[src/rtl/mips_fetch_pkg.sv]
// Shared types and constants for the MIPS instruction-fetch stage.
package mips_fetch_pkg;

  typedef enum logic [1:0] {
    ISSUE = 2'd0,
    WAIT  = 2'd1,
    HOLD  = 2'd2,
    DROP  = 2'd3
  } fetch_state_t;

  localparam logic [31:0] NOP_INSTR_DEFAULT = 32'h0000_0000;
  localparam logic [31:0] RESET_PC_DEFAULT  = 32'h0000_0000;
  localparam logic [31:0] PC_INC            = 32'd4;

endpackage

[src/rtl/fetch_skid_buf.sv]
// One-entry instruction/PC+4 buffer, used when a response lands while decode is stalled.
module fetch_skid_buf (
  input  logic        clk,
  input  logic        rst_n,
  input  logic        load,
  input  logic        clear,
  input  logic [31:0] new_instr,
  input  logic [31:0] new_pc4,
  output logic [31:0] instr,
  output logic [31:0] pc4,
  output logic        valid
);

  always_ff @(posedge clk or negedge rst_n) begin
    if (!rst_n) begin
      instr <= 32'h0;
      pc4   <= 32'h0;
      valid <= 1'b0;
    end else if (clear) begin
      valid <= 1'b0;
    end else if (load) begin
      instr <= new_instr;
      pc4   <= new_pc4;
      valid <= 1'b1;
    end
  end

endmodule

[src/rtl/fetch_unit.sv]
// IF stage + IF/ID register with a single-outstanding imem handshake.
// Define MIPS_FETCH_DELAY_SLOT_EN for branch-delay-slot semantics instead of flushing.
module fetch_unit
  import mips_fetch_pkg::*;
#(
  parameter logic [31:0] RESET_PC  = RESET_PC_DEFAULT,
  parameter logic [31:0] NOP_INSTR = NOP_INSTR_DEFAULT
) (
  input  logic         clk,
  input  logic         rst_n,
  input  logic         StallF,
  input  logic         StallD,
  input  logic         PCSrcD,
  input  logic [31:0]  PCBranchD,
  output logic         imem_req,
  output logic [31:0]  imem_addr,
  input  logic         imem_ready,
  input  logic         imem_rvalid,
  input  logic [31:0]  imem_rdata,
  output logic [31:0]  PCF,
  output logic [31:0]  InstrD,
  output logic [31:0]  PCPlus4D,
  output logic         ValidD,
  output fetch_state_t fetch_state
);

`ifdef MIPS_FETCH_DELAY_SLOT_EN
  localparam bit SLOT_EN = 1'b1;
`else
  localparam bit SLOT_EN = 1'b0;
`endif

  // Handshake: imem_req/imem_addr form one valid/ready pair; once raised, the
  // request and its address hold until the cycle imem_ready is seen high.
  fetch_state_t state_q, state_d;
  logic [31:0]  pc_d, req_pc_q, req_pc_d, redir_pc_q, redir_pc_d;
  logic         redir_pend_q, redir_pend_d, req_held_q;
  logic         accept, redirect;
  logic         buf_load, buf_clear, buf_valid;
  logic [31:0]  buf_instr, buf_pc4;
  logic         ifid_valid_d;
  logic [31:0]  ifid_instr_d, ifid_pc4_d;

  assign imem_req    = rst_n && (state_q == ISSUE) && (!StallF || req_held_q);
  assign imem_addr   = PCF;
  assign accept      = imem_req && imem_ready;
  assign redirect    = PCSrcD && !StallD;
  assign fetch_state = state_q;

  fetch_skid_buf u_skid (
    .clk       (clk),
    .rst_n     (rst_n),
    .load      (buf_load),
    .clear     (buf_clear),
    .new_instr (imem_rdata),
    .new_pc4   (req_pc_q + PC_INC),
    .instr     (buf_instr),
    .pc4       (buf_pc4),
    .valid     (buf_valid)
  );

  always_comb begin
    state_d      = state_q;
    pc_d         = PCF;
    req_pc_d     = req_pc_q;
    redir_pend_d = redir_pend_q;
    redir_pc_d   = redir_pc_q;
    buf_load     = 1'b0;
    buf_clear    = 1'b0;
    ifid_valid_d = 1'b0;
    ifid_instr_d = NOP_INSTR;
    ifid_pc4_d   = PCPlus4D;
    unique case (state_q)
      ISSUE: begin
        if (accept) begin
          req_pc_d     = PCF;
          redir_pend_d = 1'b0;
          if (redirect) begin
            pc_d    = PCBranchD;
            state_d = SLOT_EN ? WAIT : DROP;
          end else if (redir_pend_q) begin
            pc_d    = redir_pc_q;
            state_d = SLOT_EN ? WAIT : DROP;
          end else begin
            pc_d    = PCF + PC_INC;
            state_d = WAIT;
          end
        end else if (redirect) begin
          // A raised request must keep its address, so the target waits for accept.
          if (imem_req || SLOT_EN) begin
            redir_pend_d = 1'b1;
            redir_pc_d   = PCBranchD;
          end else begin
            pc_d         = PCBranchD;
            redir_pend_d = 1'b0;
          end
        end
      end
      WAIT: begin
        if (redirect && !SLOT_EN) begin
          pc_d    = PCBranchD;
          state_d = imem_rvalid ? ISSUE : DROP;
        end else begin
          if (redirect) pc_d = PCBranchD;
          if (imem_rvalid) begin
            if (!StallD) begin
              ifid_valid_d = 1'b1;
              ifid_instr_d = imem_rdata;
              ifid_pc4_d   = req_pc_q + PC_INC;
              state_d      = ISSUE;
            end else begin
              buf_load = 1'b1;
              state_d  = HOLD;
            end
          end
        end
      end
      HOLD: begin
        if (redirect && !SLOT_EN) begin
          pc_d      = PCBranchD;
          buf_clear = 1'b1;
          state_d   = ISSUE;
        end else if (!StallD) begin
          if (redirect) pc_d = PCBranchD;
          ifid_valid_d = buf_valid;
          ifid_instr_d = buf_valid ? buf_instr : NOP_INSTR;
          ifid_pc4_d   = buf_valid ? buf_pc4 : PCPlus4D;
          buf_clear    = 1'b1;
          state_d      = ISSUE;
        end
      end
      DROP: begin
        if (redirect) pc_d = PCBranchD;
        if (imem_rvalid) state_d = ISSUE;
      end
      default: state_d = ISSUE;
    endcase
  end

  always_ff @(posedge clk or negedge rst_n) begin
    if (!rst_n) begin
      state_q      <= ISSUE;
      PCF          <= RESET_PC;
      req_pc_q     <= RESET_PC;
      redir_pend_q <= 1'b0;
      redir_pc_q   <= 32'h0;
      req_held_q   <= 1'b0;
    end else begin
      state_q      <= state_d;
      PCF          <= pc_d;
      req_pc_q     <= req_pc_d;
      redir_pend_q <= redir_pend_d;
      redir_pc_q   <= redir_pc_d;
      req_held_q   <= imem_req && !imem_ready;
    end
  end

  always_ff @(posedge clk or negedge rst_n) begin
    if (!rst_n) begin
      InstrD   <= NOP_INSTR;
      PCPlus4D <= 32'h0;
      ValidD   <= 1'b0;
    end else if (!StallD) begin
      InstrD   <= ifid_instr_d;
      PCPlus4D <= ifid_pc4_d;
      ValidD   <= ifid_valid_d;
    end
  end

endmodule

[config.mk]
export PLATFORM = sky130hd
export DESIGN_NAME = fetch_unit
export DESIGN_NICKNAME = d
export VERILOG_FILES = /design/src/rtl/mips_fetch_pkg.sv /design/src/rtl/fetch_skid_buf.sv /design/src/rtl/fetch_unit.sv
export SDC_FILE = /design/constraint.sdc
export NUM_CORES = 1
export LEC_CHECK = 0
export ABC_AREA = 0
export CAP_MARGIN = 10
export CORE_MARGIN = 2
export CORE_UTILIZATION = 30
export DETAILED_ROUTE_END_ITERATION = 10
export SLEW_MARGIN = 0
export SYNTH_ARGS = -nofsm -noshare
export SYNTH_HDL_FRONTEND = slang
export SYNTH_SLANG_ARGS = --single-unit
[constraint.sdc]
create_clock -name clk -period 2.5 [get_ports clk]
set_clock_uncertainty 0.1 [all_clocks]
set_input_delay 0.5 -clock clk [delete_from_list [all_inputs] [get_ports clk]]
set_output_delay 0.5 -clock clk [all_outputs]
set_load 0.02 [all_outputs]
==> key figures <==
STA
  • Final Hold Fails: 0
  • RSZ-0062 raised after global routing: false
  • Least-Margin Pin Slew: 0.899 ns
  • Slew headroom: between 40% and 50%
  • Min cycle time layout: 2.42 ns
  • Worst hold slack: roughly 0.27 ns
  • Slew Limit Fails: 0
  • FMAX: 0.414 GHz
  • Period utilisation layout: between 90% and 100%
  • Final setup viols: 0

Cells and area
  • Syn-to-layout area delta: 33.6%
  • Most frequent cells in the layout: dfrtp_1, clkdlybuf4s50_1, nand2_1
  • Share of layout cells above drive strength 1: approximately 18%
  • Post-route design area: roughly 15,000 um^2
  • Multi-input gate area: roughly 5000 um^2
  • Most common cell after layout, fill and taps aside: dfrtp_1
  • Fillcell total: 3,664
  • N_diodes: 0
  • Final Non-Filler Cells: 1,827
  • Final nets: ~1,400
  • FF+latch area: 5760 um^2

Critical path
  • Stages on the worst setup path: 1
  • Worst Reg-to-Reg Cells: 7
  • Critical Path Slowest Stage Cell: clkdlybuf4s50_1
  • Worst-path fanout max: 8
  • Top cell family by delay on the critical path: buffers and inverters
  • Endpoint type of the worst setup path: output pin
  • Crit path DAT: 1.82 ns
  • Worst-path cell chain: clkdlybuf4s50_1
  • Startpoint Class: register
  • Critical path class: reg2out
  • Largest stage delay on the critical path: 0.73 ns
  • CP bufs+invs: 1
  • Critical Path RT: 1.90 ns

Route
  • Post-DR vias/cell: 4.90
  • Antenna Nets Post-Route: 0
  • Final wirelength: 32.2 mm
  • Via Count: 8,952
  • WL/cell: 17.6 um
  • Residual DRC: 0
  • DRT iter0 DRCs: 517
  • Drt first pass iters: 5

Die
  • Die height: 198 um
  • Initial Utilization: between 30% and 40%
  • Core region area: 37,400 um^2
  • Die width: roughly 200 um
  • Die area: 39,300 um^2
  • I/O pins: 203
  • # rows: 71

Logic synthesis
  • Main synth FF type: dfrtp_1
  • Ys async rst share: 100%
  • Post-synth top area share: between 50% and 60%
  • Synth Cell Area: 11,300 um^2
  • Register area share after synthesis: 50.8%
  • Gate Count Post-Synth: 1,103
  • Ranking of synthesized cells by area: dfrtp_1, mux2_2, nand2_1
  • Syn avg cell area: 10.3 um^2
  • Synth warn: 0
  • Syn_nets: around 1,200
  • Synth cell types: between 50 and 60
  • Synth Register Bits: 230
  • EDFF count, synth: 0
  • Area leader, netlist: dfrtp_1

Place
  • Post-DP Area: about 14,000 um^2
  • PortBufs: 202
  • HPWL Detailed: ~23 mm
  • GPL Wtd Cong: 0.842
  • Dpl cells: 1,778

Clock network
  • Worst skew pair latency: 0.52 ns
  • H-tree levels: 1
  • Reg clk slew, reported paths: 0.06 ns
  • Clock tree buffer depth: 3
  • Root Driver: clkbuf_16
  • CTS tree: yes
  • CTS sink cnt: 230
  • Number of buffers created by CTS: 26

Run status
  • Status: completed

GRT
  • Number of global-route vias before repair: 8,811
  • Initial antenna violation count: 0
  • Total gr overflow: 0
  • First-pass GRT wire length: roughly 51 mm
  • Total GRT Usage: 16.3%
  • Largest net degree at the start of global routing: about 160

Power and ir drop
  • Maximum VDD drop: ~0.00065 V
  • Final Power: 0.0192 W
  • Leak: 6.24 nW
  • Pwr dens: 1270 nW/um^2

Run
  • Max-cap viol count: 0

Worst hold path
  • Hold Path Class: in2async
[final timing paths]
kind | slack (ns) | end | start
worst max-delay path | 0.08 | imem_addr[13] | PCF[13]
worst min-delay path | 0.27 | req_held_q | rst_n
worst max register to register | 0.11 | PCPlus4D[26] | req_pc_q[3]
worst min register to register | 0.38 | u_skid.pc4[21] | u_skid.pc4[21]
max in group asynchronous | 0.96 | PCF[19] | rst_n
min in group clk | 0.38 | u_skid.pc4[21] | u_skid.pc4[21]
[final cells by class]
type	count	area share (%)
sequential	230	38.0
multi-input combinational	743	33.1
timing repair buffer	267	17.8
clock buffer	38	5.20
tap	511	4.22
clock inverter	10	1.04
inverter	28	0.694
[power by group]
part	switching (W)	total [W]	internal [W]
clock network	0.00155	0.00414	0.00259
logic	0.00432	0.00824	0.00392
registers	0.00141	0.00678	0.00537
total	0.00728	0.0192	0.0119
[repair_timing]
| item | 4_1_cts | 5_1_grt |
|---|---|---|
| gates resized for setup | 2 | 8 |
| setup buffers | 0 | 0 |
| endpoints found under the hold margin | 1 | 0 |
| setup endpoints to repair | 1 | 9 |
| cloned | 0 | 0 |
| hold buffers | 1 | 0 |
[layer usage]
layer  GRT usage [%]  vias up  share of wire [%]
met4            4.07        0                1.9
met2            25.3      226                 45
met1            23.9     4367                 48
met3            2.08       42                4.8
met5               0        -                  0
li1                -     4317                  -
[registers in the layout (all words and copies together), names as in the netlist]
name and cells:
req_held_q 1, u_skid.instr 32, req_pc_q 32, PCF 32
u_skid.valid 1, u_skid.pc4 32, fetch_state 2, InstrD 32
redir_pc_q 32, PCPlus4D 32, ValidD 1, redir_pend_q 1
[Yosys cell counts (32+ instances only)]
master    instances
a21oi_1          36
a22oi_1          32
buf_4            32
clkbuf_1         61
dfrtp_1         230
mux2_2          100
nand2_1         132
nand3_1          37
nor2_1           37
nor3_1           33
o21ai_0          34
o21ai_1          81
[worst register-to-register path, delay by kind of cell (launching register included)]
| family | cells | cell delay (ns) |
|---|---|---|
| flip-flops | 1 | 0.35 |
| AND/OR/NAND/NOR | 2 | 0.70 |
| adder cells (fa/ha/maj) | 1 | 0.20 |
| AO/OA/AOI/OAI | 3 | 0.71 |
| buffers and inverters | 1 | 0.22 |
[cell families after synthesis]
kind of cell    Yosys count  share of synthesized area (%)
buf+inv                 130                           5.49
simple gates            329                           14.9
compound gates          253                           13.7
fa+ha+maj                 7                          0.773
mux                     120                           11.8
xor+xnor                 34                           2.63
flops                   230                           50.8
[per-stage QoR]
step           TNS (ns)  util (%)  worst slack (ns)
2_1_floorplan         0         -             0.166
3_3_place_gp   -0.00442      37.9          -0.00318
3_5_place_dp    -0.0840      37.9           -0.0453
4_1_cts               0      40.4           0.00465
5_1_grt               0      40.5           0.00415
6_report              0      40.5            0.0836
Power figures use the tool's default switching activity.
